[src/rtl/shift_seq_pkg.sv]
// Shared types and constants for the shift-register command sequencer.
package shift_seq_pkg;

  typedef enum logic [1:0] {
    IDLE = 2'd0,
    PLAY = 2'd1,
    DONE = 2'd2
  } eSeq_state_t;

  localparam logic [1:0] MODE_HOLD = 2'b00;
  localparam logic [1:0] MODE_LOAD = 2'b01;
  localparam logic [1:0] MODE_SHL  = 2'b10;
  localparam logic [1:0] MODE_SHR  = 2'b11;

  localparam logic [7:0] HOLD_WORD = 8'h00;

endpackage

[src/rtl/seq_prog_mem.sv]
// Program store for the sequencer: DEPTH x W register array,
// synchronous write, asynchronous read. Contents are not reset.
module seq_prog_mem
  import shift_seq_pkg::*;
#(
  parameter int DEPTH = 16,
  parameter int W     = 12,
  localparam int AW   = $clog2(DEPTH)
) (
  input  logic          i_clk,
  input  logic          i_wr_en,
  input  logic [AW-1:0] i_wr_addr,
  input  logic [W-1:0]  i_wr_data,
  input  logic [AW-1:0] i_rd_addr,
  output logic [W-1:0]  o_rd_data
);

  logic [W-1:0] mem_q [DEPTH];

  // Write port: one entry per accepted append.
  always_ff @(posedge i_clk) begin
    if (i_wr_en) begin
      mem_q[i_wr_addr] <= i_wr_data;
    end
  end

  assign o_rd_data = mem_q[i_rd_addr];

endmodule

[src/rtl/shift_cmd_sequencer.sv]
// Plays a stored program of {REP, command} words into the shift register stage.
// Optional feature macro: SHIFT_SEQ_LOOP_EN (adds i_loop for continuous replay).
module shift_cmd_sequencer
  import shift_seq_pkg::*;
#(
  parameter int DEPTH = 16,
  parameter int REP_W = 4,
  localparam int CW   = $clog2(DEPTH + 1),
  localparam int IW   = $clog2(DEPTH)
) (
  input  logic             i_clk,
  input  logic             i_rst_n,
  input  logic             i_wr_en,
  input  logic [7:0]       i_DATA,
  input  logic [REP_W-1:0] i_REP,
  input  logic             i_clr,
  input  logic             i_start,
  input  logic             i_stop,
`ifdef SHIFT_SEQ_LOOP_EN
  input  logic             i_loop,
`endif
  output logic [7:0]       o_DATA,
  output logic             o_busy,
  output logic             o_done,
  output logic             o_full,
  output logic [CW-1:0]    o_count,
  output logic [IW-1:0]    o_idx
);

  localparam int EW = 8 + REP_W;

  eSeq_state_t      state_q, state_d;
  logic [CW-1:0]    count_q, count_d;
  logic [IW-1:0]    idx_q, idx_d;
  logic [REP_W-1:0] rep_q, rep_d;
  logic [7:0]       data_q, data_d;
  logic             busy_q, busy_d;
  logic             done_q, done_d;
  logic             full_q, full_d;

  logic             wr_en_s;
  logic             last_s;
  logic             loop_s;
  logic [IW-1:0]    rd_addr_s;
  logic [EW-1:0]    rd_entry_s;

`ifdef SHIFT_SEQ_LOOP_EN
  assign loop_s = i_loop;
`else
  assign loop_s = 1'b0;
`endif

  assign last_s = ((CW'(idx_q) + CW'(1)) == count_q);
  // The single read port always looks at the entry that would be loaded next.
  assign rd_addr_s = ((state_q == PLAY) && !last_s) ? (idx_q + IW'(1)) : IW'(0);

  seq_prog_mem #(
    .DEPTH (DEPTH),
    .W     (EW)
  ) u_mem (
    .i_clk     (i_clk),
    .i_wr_en   (wr_en_s),
    .i_wr_addr (count_q[IW-1:0]),
    .i_wr_data ({i_REP, i_DATA}),
    .i_rd_addr (rd_addr_s),
    .o_rd_data (rd_entry_s)
  );

  // Next-state and next-output logic; priority is clr > stop > start > write.
  always_comb begin
    state_d = state_q;
    count_d = count_q;
    idx_d   = idx_q;
    rep_d   = rep_q;
    data_d  = data_q;
    busy_d  = busy_q;
    done_d  = 1'b0;
    wr_en_s = 1'b0;
    case (state_q)
      IDLE: begin
        if (i_clr) begin
          count_d = CW'(0);
        end else if (i_stop) begin
          count_d = count_q;
        end else if (i_start) begin
          if (count_q != CW'(0)) begin
            state_d = PLAY;
            idx_d   = IW'(0);
            rep_d   = rd_entry_s[EW-1:8];
            data_d  = rd_entry_s[7:0];
            busy_d  = 1'b1;
          end else begin
            state_d = DONE;
            done_d  = 1'b1;
          end
        end else if (i_wr_en && (count_q != CW'(DEPTH))) begin
          wr_en_s = 1'b1;
          count_d = count_q + CW'(1);
        end else begin
          count_d = count_q;
        end
      end
      PLAY: begin
        if (i_clr || i_stop) begin
          state_d = IDLE;
          idx_d   = IW'(0);
          rep_d   = REP_W'(0);
          data_d  = HOLD_WORD;
          busy_d  = 1'b0;
          if (i_clr) begin
            count_d = CW'(0);
          end else begin
            count_d = count_q;
          end
        end else if (rep_q != REP_W'(0)) begin
          rep_d = rep_q - REP_W'(1);
        end else if (!last_s || loop_s) begin
          idx_d  = rd_addr_s;
          rep_d  = rd_entry_s[EW-1:8];
          data_d = rd_entry_s[7:0];
        end else begin
          state_d = DONE;
          idx_d   = IW'(0);
          data_d  = HOLD_WORD;
          busy_d  = 1'b0;
          done_d  = 1'b1;
        end
      end
      DONE: begin
        state_d = IDLE;
        if (i_clr) begin
          count_d = CW'(0);
        end else begin
          count_d = count_q;
        end
      end
      default: begin
        state_d = IDLE;
        idx_d   = IW'(0);
        rep_d   = REP_W'(0);
        data_d  = HOLD_WORD;
        busy_d  = 1'b0;
      end
    endcase
    full_d = (count_d == CW'(DEPTH));
  end

  // State and output registers.
  always_ff @(posedge i_clk or negedge i_rst_n) begin
    if (!i_rst_n) begin
      state_q <= IDLE;
      count_q <= CW'(0);
      idx_q   <= IW'(0);
      rep_q   <= REP_W'(0);
      data_q  <= HOLD_WORD;
      busy_q  <= 1'b0;
      done_q  <= 1'b0;
      full_q  <= 1'b0;
    end else begin
      state_q <= state_d;
      count_q <= count_d;
      idx_q   <= idx_d;
      rep_q   <= rep_d;
      data_q  <= data_d;
      busy_q  <= busy_d;
      done_q  <= done_d;
      full_q  <= full_d;
    end
  end

  assign o_DATA  = data_q;
  assign o_busy  = busy_q;
  assign o_done  = done_q;
  assign o_full  = full_q;
  assign o_count = count_q;
  assign o_idx   = idx_q;

endmodule

[config.mk]
export PLATFORM = sky130hd
export DESIGN_NAME = shift_cmd_sequencer
export DESIGN_NICKNAME = d
export VERILOG_FILES = /design/src/rtl/shift_seq_pkg.sv /design/src/rtl/seq_prog_mem.sv /design/src/rtl/shift_cmd_sequencer.sv
export SDC_FILE = /design/constraint.sdc
export NUM_CORES = 1
export LEC_CHECK = 0
export ABC_AREA = 1
export BUFFER_PORTS_ARGS = -buffer_cell sky130_fd_sc_hd__buf_2
export CAP_MARGIN = 10
export CORE_ASPECT_RATIO = 0.75
export CORE_MARGIN = 5
export CORE_UTILIZATION = 50
export CTS_BUF_LIST = sky130_fd_sc_hd__clkbuf_4
export CTS_CLUSTER_SIZE = 10
export DETAILED_ROUTE_END_ITERATION = 10
export GPL_TIMING_DRIVEN = 0
export HOLD_SLACK_MARGIN = 0.05
export PLACE_DENSITY = 0.74
export SYNTH_ARGS = -nofsm -noshare
export SYNTH_HDL_FRONTEND = slang
export SYNTH_SLANG_ARGS = --single-unit
[constraint.sdc]
create_clock -name i_clk -period 2.9 [get_ports i_clk]
set_input_delay 0.29 -clock i_clk [delete_from_list [all_inputs] [get_ports i_clk]]
set_output_delay 0.29 -clock i_clk [all_outputs]
set_load 0.005 [all_outputs]
[After elaboration in Yosys (flattened, before gate mapping)]
Memories as Yosys holds them, arrays and structs flattened.
Index checks and enable logic that the tools add are counted.
Storage, ports and cells
  memories kept: 1
  logic and storage cells: 100
  bits in registers: 26
  input port bits: 18
  bits in writable memories: 192
  output and inout port bits: 20
Operators by class
  mux-type cells: 63
  bitwise gates (word level): 1
  equality and inequality tests: 12
  reductions and logical operators: 11
  $add $sub $neg: 4
Memories
  u_mem.mem_q: depth 16, bits a word 12, rd ports 1, clocked after memory_dff 0, write ports 1, line seq_prog_mem.sv:18  | logic [W-1:0] mem_q [DEPTH];
Operators by type and width (number)
  $mux W4: 15
  $mux W8: 7
  $mux W5: 6
  $pmux W4 S3: 2
  $pmux W8 S3: 1
  $mux W1: 21
  $pmux W5 S3: 1
  $mux W2: 7
  $reduce_and A6 Y1: 2
  $ne A2 B2 Y1 const B: 4
  $reduce_and A7 Y1: 1
  $add A4 B1 Y5 const B: 1
  $add A5 B1 Y5 const B: 1
  $eq A5 B5 Y1: 1
  $eq A5 B5 Y1 const B: 1
  $ne A5 B5 Y1 const B: 1
  $reduce_and A5 Y1: 1
  $reduce_bool A5 Y1: 1
  $add A4 B1 Y4 const B: 1
  $ne A4 B2 Y1 const B: 1
  $pmux W2 S2: 1
  $reduce_bool A4 Y1: 1
  $sub A4 B1 Y4 const B: 1
  $ne A3 B2 Y1 const B: 1
  10 further kinds: 11

[Logic depth before layout (Yosys ltp)]
An unclocked memory read counts as a cell.
  depth in word-level cells: 11
  gate-level depth with buffers: 19

[Modules after synthesis]
A second synthesis with hierarchy kept.
Unflattened totals
  cells, all modules: 1023
  area total of the unflattened synthesis: 9913.3 um^2
By module, submodules not included
  seq_prog_mem: instances 1, area each 8321.7 um^2, seq. area each 5765.5 um^2, cells each 801
  shift_cmd_sequencer: instances 1, area each 1591.5 um^2, seq. area each 650.6 um^2, cells each 222

[Worst setup path after synthesis]
Ideal clock, no wire load.
  kind: reg-to-reg
  from: register count_q[0], in the netlist o_count[0]
  to: memory u_mem.mem_q[4][0] (enable)
  clock period less this slack: 2.292 ns
  stages on the path, launching flop included: 10
  arrival: 1.912 ns
  path buffers: 0
  setup slack: 0.608 ns
  cells stage by stage: dfrtp_1 inv_1 ha_1 nand3_1 nand2_1 inv_1 nand3_1 nor2_2 nand2_1 nor2_1
On the way
  word-level cells in the longest chain between the ends: 9
Ends and longest elaborated chain
  from (decl): line shift_cmd_sequencer.sv:33  | logic [CW-1:0] count_q, count_d;
  from (signal assigned): line shift_cmd_sequencer.sv:161  | count_q <= count_d;
  $ne A5 B5 Y1: line shift_cmd_sequencer.sv:96  | end else if (i_wr_en && (count_q != CW'(DEPTH))) begin
  $logic_and A1 B1 Y1: line shift_cmd_sequencer.sv:96
  $mux W1: line shift_cmd_sequencer.sv:96
  $mux W1: line shift_cmd_sequencer.sv:85  | end else if (i_start) begin
  $mux W1: line shift_cmd_sequencer.sv:83  | end else if (i_stop) begin
  $mux W1: line shift_cmd_sequencer.sv:81  | if (i_clr) begin
  $mux W1: line shift_cmd_sequencer.sv:79  | case (state_q)
  $mux W1: line seq_prog_mem.sv:22  | if (i_wr_en) begin
  $mux W1 (not written as such): line seq_prog_mem.sv:23  | mem_q[i_wr_addr] <= i_wr_data;
  to (decl): line seq_prog_mem.sv:18
Several ways; a longest one is shown, not always the timed one.

[Worst setup path after layout]
  from: input port i_clr
  to: memory u_mem.mem_q[12][8] (enable)
On the way
  word-level cells in the longest chain between the ends: 4
Ends and longest elaborated chain
  from (decl): line shift_cmd_sequencer.sv:16  | input logic i_clr,
  $mux W1: line shift_cmd_sequencer.sv:81
  $mux W1: line shift_cmd_sequencer.sv:79
  $mux W1: line seq_prog_mem.sv:22
  $mux W1 (not written as such): line seq_prog_mem.sv:23
No other way between the ends.

==> run_results.csv <==
group,metric,value,unit
final_layout,number_of_inserted_filler_cells_in_the_final_layout,1463,
sta,fin_crit,2.87,ns
setup_path,worst_path_largest_cell_delay,0.70,ns
global_route,grt_pass1_vias,6489,
setup_path,worstSetupEndpointType,"flop",
sta,finalMaxSlewViolations,0,
power,powerDensity,686,nW/um^2
sta,report.final.setup_viol,0,
yosys,synth_area_leaders,"edfxtp_1 (62%), nand3_1 (9.9%), nand2_1 (9.7%)",
floorplan,fp.dieArea,21600,sq um
routing,route.detailed.drc,0,
routing,detailedRoute.firstIterationViolations,1142,
power,total_switching_power,2.12,mW
yosys,mappedNetlistArea,9370,sq um
setup_path,cp-start-kind,"primary input",
sta,finalHoldViolations,0,
final_layout,flow.area_growth_from_synthesis,15.8,%
place,finalWeightedCongestion,0.885,
global_route,grt_antenna_before_repair,0,
power,clock_power_share,34.6,%
yosys,synthesis.nets,876,
yosys,synth.avg_cell_area,11.0,sq um
yosys,ys_async_sr_fraction,11.9,%
power,netSwitchingFraction,28.5,%
clock_tree,htreeDepth,2,
floorplan,boundaryPins,38,
routing,via_per_instance_ratio,5.59,
routing,drt_first_pass_iters,5,
yosys,netlist-cell-type-count,31,
floorplan,row_count,43,
power,vdd_ir_drop_max,0.401,mV
sta,tightest_slew,0.950,ns
yosys,seq_area_frac_synth,68.5,%
routing,drt_wl_total,24200,microns
final_layout,fin_area,10900,sq um
outcome,run_status,"finished, final reports clean",
sta,achievable-frequency,0.348,GHz
clock_tree,cts_buffers,50,
place,place.detailed.hpwl,15800,microns
clock_tree,clock-sinks,218,
sta,clock-skew-final,0.0339,ns
yosys,synth_flop_cell,"edfxtp_1",
yosys,ys_top_cells_by_count,"nand2_1 (242), edfxtp_1 (192), nand3_1 (185), inv_1 (43), nor2_1 (37)",
final_layout,multiInputGateArea,2580,sq um
flow_run,cap_viol_max_count,0,
yosys,postSynthRegisterBits,218,
setup_path,cp.required,3.19,ns
setup_path,path_max_fanout,12,
floorplan,core_area,18500,sq um
setup_path,critical_path.slowest_cell,"nor2_2",
routing,detailroute.via_count,6991,
yosys,yosys_warns,0,
floorplan,initial_utilization,50.8,%
place,portBuffers,37,
power,seq_power_share,48.5,%
final_layout,antennaDiodeCount,0,
sta,slew_margin_rel,36.6,%
clock_tree,clk-insertion-delay-late,0.68,ns
clock_tree,tritoncts,"done",
floorplan,die-height,129,microns
place,dpl_cell_area,9900,sq um
clock_tree,clock_tree_root,"clkbuf_4",
yosys,synth_top_cell_area_share,61.5,%
worst_hold_path,min_path_type,"primary input to asynchronous set/reset pin",
yosys,synth-edff-count,192,
global_route,first_pass_grt_wire_length,37000,microns
floorplan,die_width,168,microns
yosys,synth_cells,851,
global_route,global_route.usage.total,22.4,%
power,internal-power,5.33,mW
clock_tree,clkSlewWorstSetupHoldPaths,0.07,ns
setup_path,timing.setup.critical_path_class,"primary input to flop",
setup_path,critPathArrivalTime,3.16,ns
clock_tree,clockBufferDepth,3,
final_layout,final_layout_size_suffix_gt1_share,18.4,%
sta,final_hold_slack,0.132,ns
global_route,grt.overflow.total,0,
final_layout,fin_nets,989,
routing,antenna_violating_nets_post_route,0,
sta,rsz0062_at_grt,"yes",
setup_path,critical_path.cell_chain,"dlygate4sd3_1, buf_2, dlygate4sd3_1, nor2_1, inv_1, nor2_2, nand2_1, nor2_2",
final_layout,storage_element_area,6420,sq um
power,static-leakage-power,4.40,nW
yosys,post-synth-top-count-cell,"nand2_1",
global_route,largest_net_degree_at_the_start_of_global_routing,27,
routing,avgRoutedWirePerCell,19.4,microns
yosys,post-synth-top-area-cell,"edfxtp_1",
power,share_comb_of_total_power,16.9,%
sta,fin_crit_sh,99.1,%
-- cell families (layout without fill, tap and decap cells) --
family / Yosys count / in the layout / synth area share [%]
and+or+nand+nor: 500 / 500 / 23.8
DFF: 218 / 218 / 68.5
buffers and inverters: 90 / 242 / 4.62
AOI/OAI and AO/OA: 34 / 34 / 1.98
adders and majority gates: 7 / 7 / 0.935
xor gates and xnor gates: 2 / 2 / 0.187
-- cell usage in the layout, fill, tap and decap left out, types with 2 or more instances in the layout --
cell	count
buf_6	11
nor3_1	2
buf_4	8
a21oi_1	5
clkbuf_1	9
o21ai_0	22
edfxtp_1	192
buf_2	55
dlygate4sd3_1	17
nor2_1	26
nor2_2	12
bufinv_16	2
nand4_1	24
nand2_1	242
dfrtp_1	26
nand3_2	4
clkbuf_2	3
inv_1	43
nor2_4	3
o22ai_1	3
nand3_1	183
clkinv_1	11
inv_2	4
ha_1	7
clkbuf_4	78
-- sequential cells by signal, indices dropped and copies added (netlist names), 2 cells and up --
register,cells
o_DATA,8
u_mem.mem_q,192
state_q,2
o_count,5
o_idx,4
rep_q,4
-- path summary, 6_finish.rpt --
path                                        start                            to  slack [ns]  depth (start not counted)
hold reg to reg              rep_q[0]$_DFFE_PN0P_          rep_q[0]$_DFFE_PN0P_        0.49                          2
setup / recovery                            i_clr  u_mem.mem_q[12][8]$_DFFE_PP_        0.03                          8
min in group i_clk                        i_start        state_q[1]$_DFFE_PN0P_        0.16                          7
hold / removal                            i_rst_n         o_DATA[1]$_DFFE_PN0P_        0.13                          2
setup reg to reg           state_q[1]$_DFFE_PN0P_  u_mem.mem_q[12][8]$_DFFE_PP_        0.07                          7
max in group asynchronous                 i_rst_n          o_count[4]$_DFF_PN0_        2.37                          2
-- what timing repair did --
item                                    in CTS  in global routing
gates cloned                                 0                  0
gates resized for setup                      9                 12
endpoints found under the setup margin     132                 41
endpoints found under the hold margin      220                  0
setup buffers                                0                  1
pin swaps                                    0                  1
hold buffers                                17                  0
-- metal layers --
| metal | vias to the layer above | GRT usage, % | share of wire (%) |
|---|---|---|---|
| li1 | 3239 | - | - |
| met4 | 0 | 5.58 | 1.1 |
| met1 | 3289 | 33.5 | 42 |
| met2 | 428 | 32.5 | 43 |
| met3 | 35 | 6.82 | 14 |
| met5 | - | 0 | 0 |
-- metrics by stage --
stage,setup TNS [ns],power (mW),worst slack [ns],util [%],std cells
2_1_floorplan,0,4.46,0.608,-,851
3_3_place_gp,-17.45,4.85,-0.161,53.5,1135
3_5_place_dp,-16.98,4.89,-0.201,53.7,1139
4_1_cts,-1.00,7.45,-0.0610,58.4,1247
5_1_grt,-0.652,7.84,-0.0425,58.8,1250
6_report,0,7.45,0.0253,58.8,1250
-- cell type report --
type | count | area share, %
clock buffer | 77 | 5.33
tap | 247 | 2.85
buffer | 43 | 2.42
clock inverter | 14 | 1.01
timing repair buffer | 61 | 3.90
inverter | 47 | 1.63
multi-input combinational | 543 | 23.7
sequential | 218 | 59.1
-- power by group through the flow --
stage / Combinational (mW) / Sequential, mW / Clock (mW)
after floorplan: 0.792 / 3.67 / 0
after global placement: 1.18 / 3.67 / 0
after detailed placement: 1.21 / 3.68 / 0
after CTS: 1.23 / 3.61 / 2.61
after global routing: 1.42 / 3.62 / 2.80
final: 1.26 / 3.61 / 2.58
-- critical path: cells and delay by family --
| kind | cells | cell delay, ns |
|---|---|---|
| buf+inv | 4 | 1.36 |
| simple gates | 4 | 1.51 |
(Power assumes the default switching activity.)
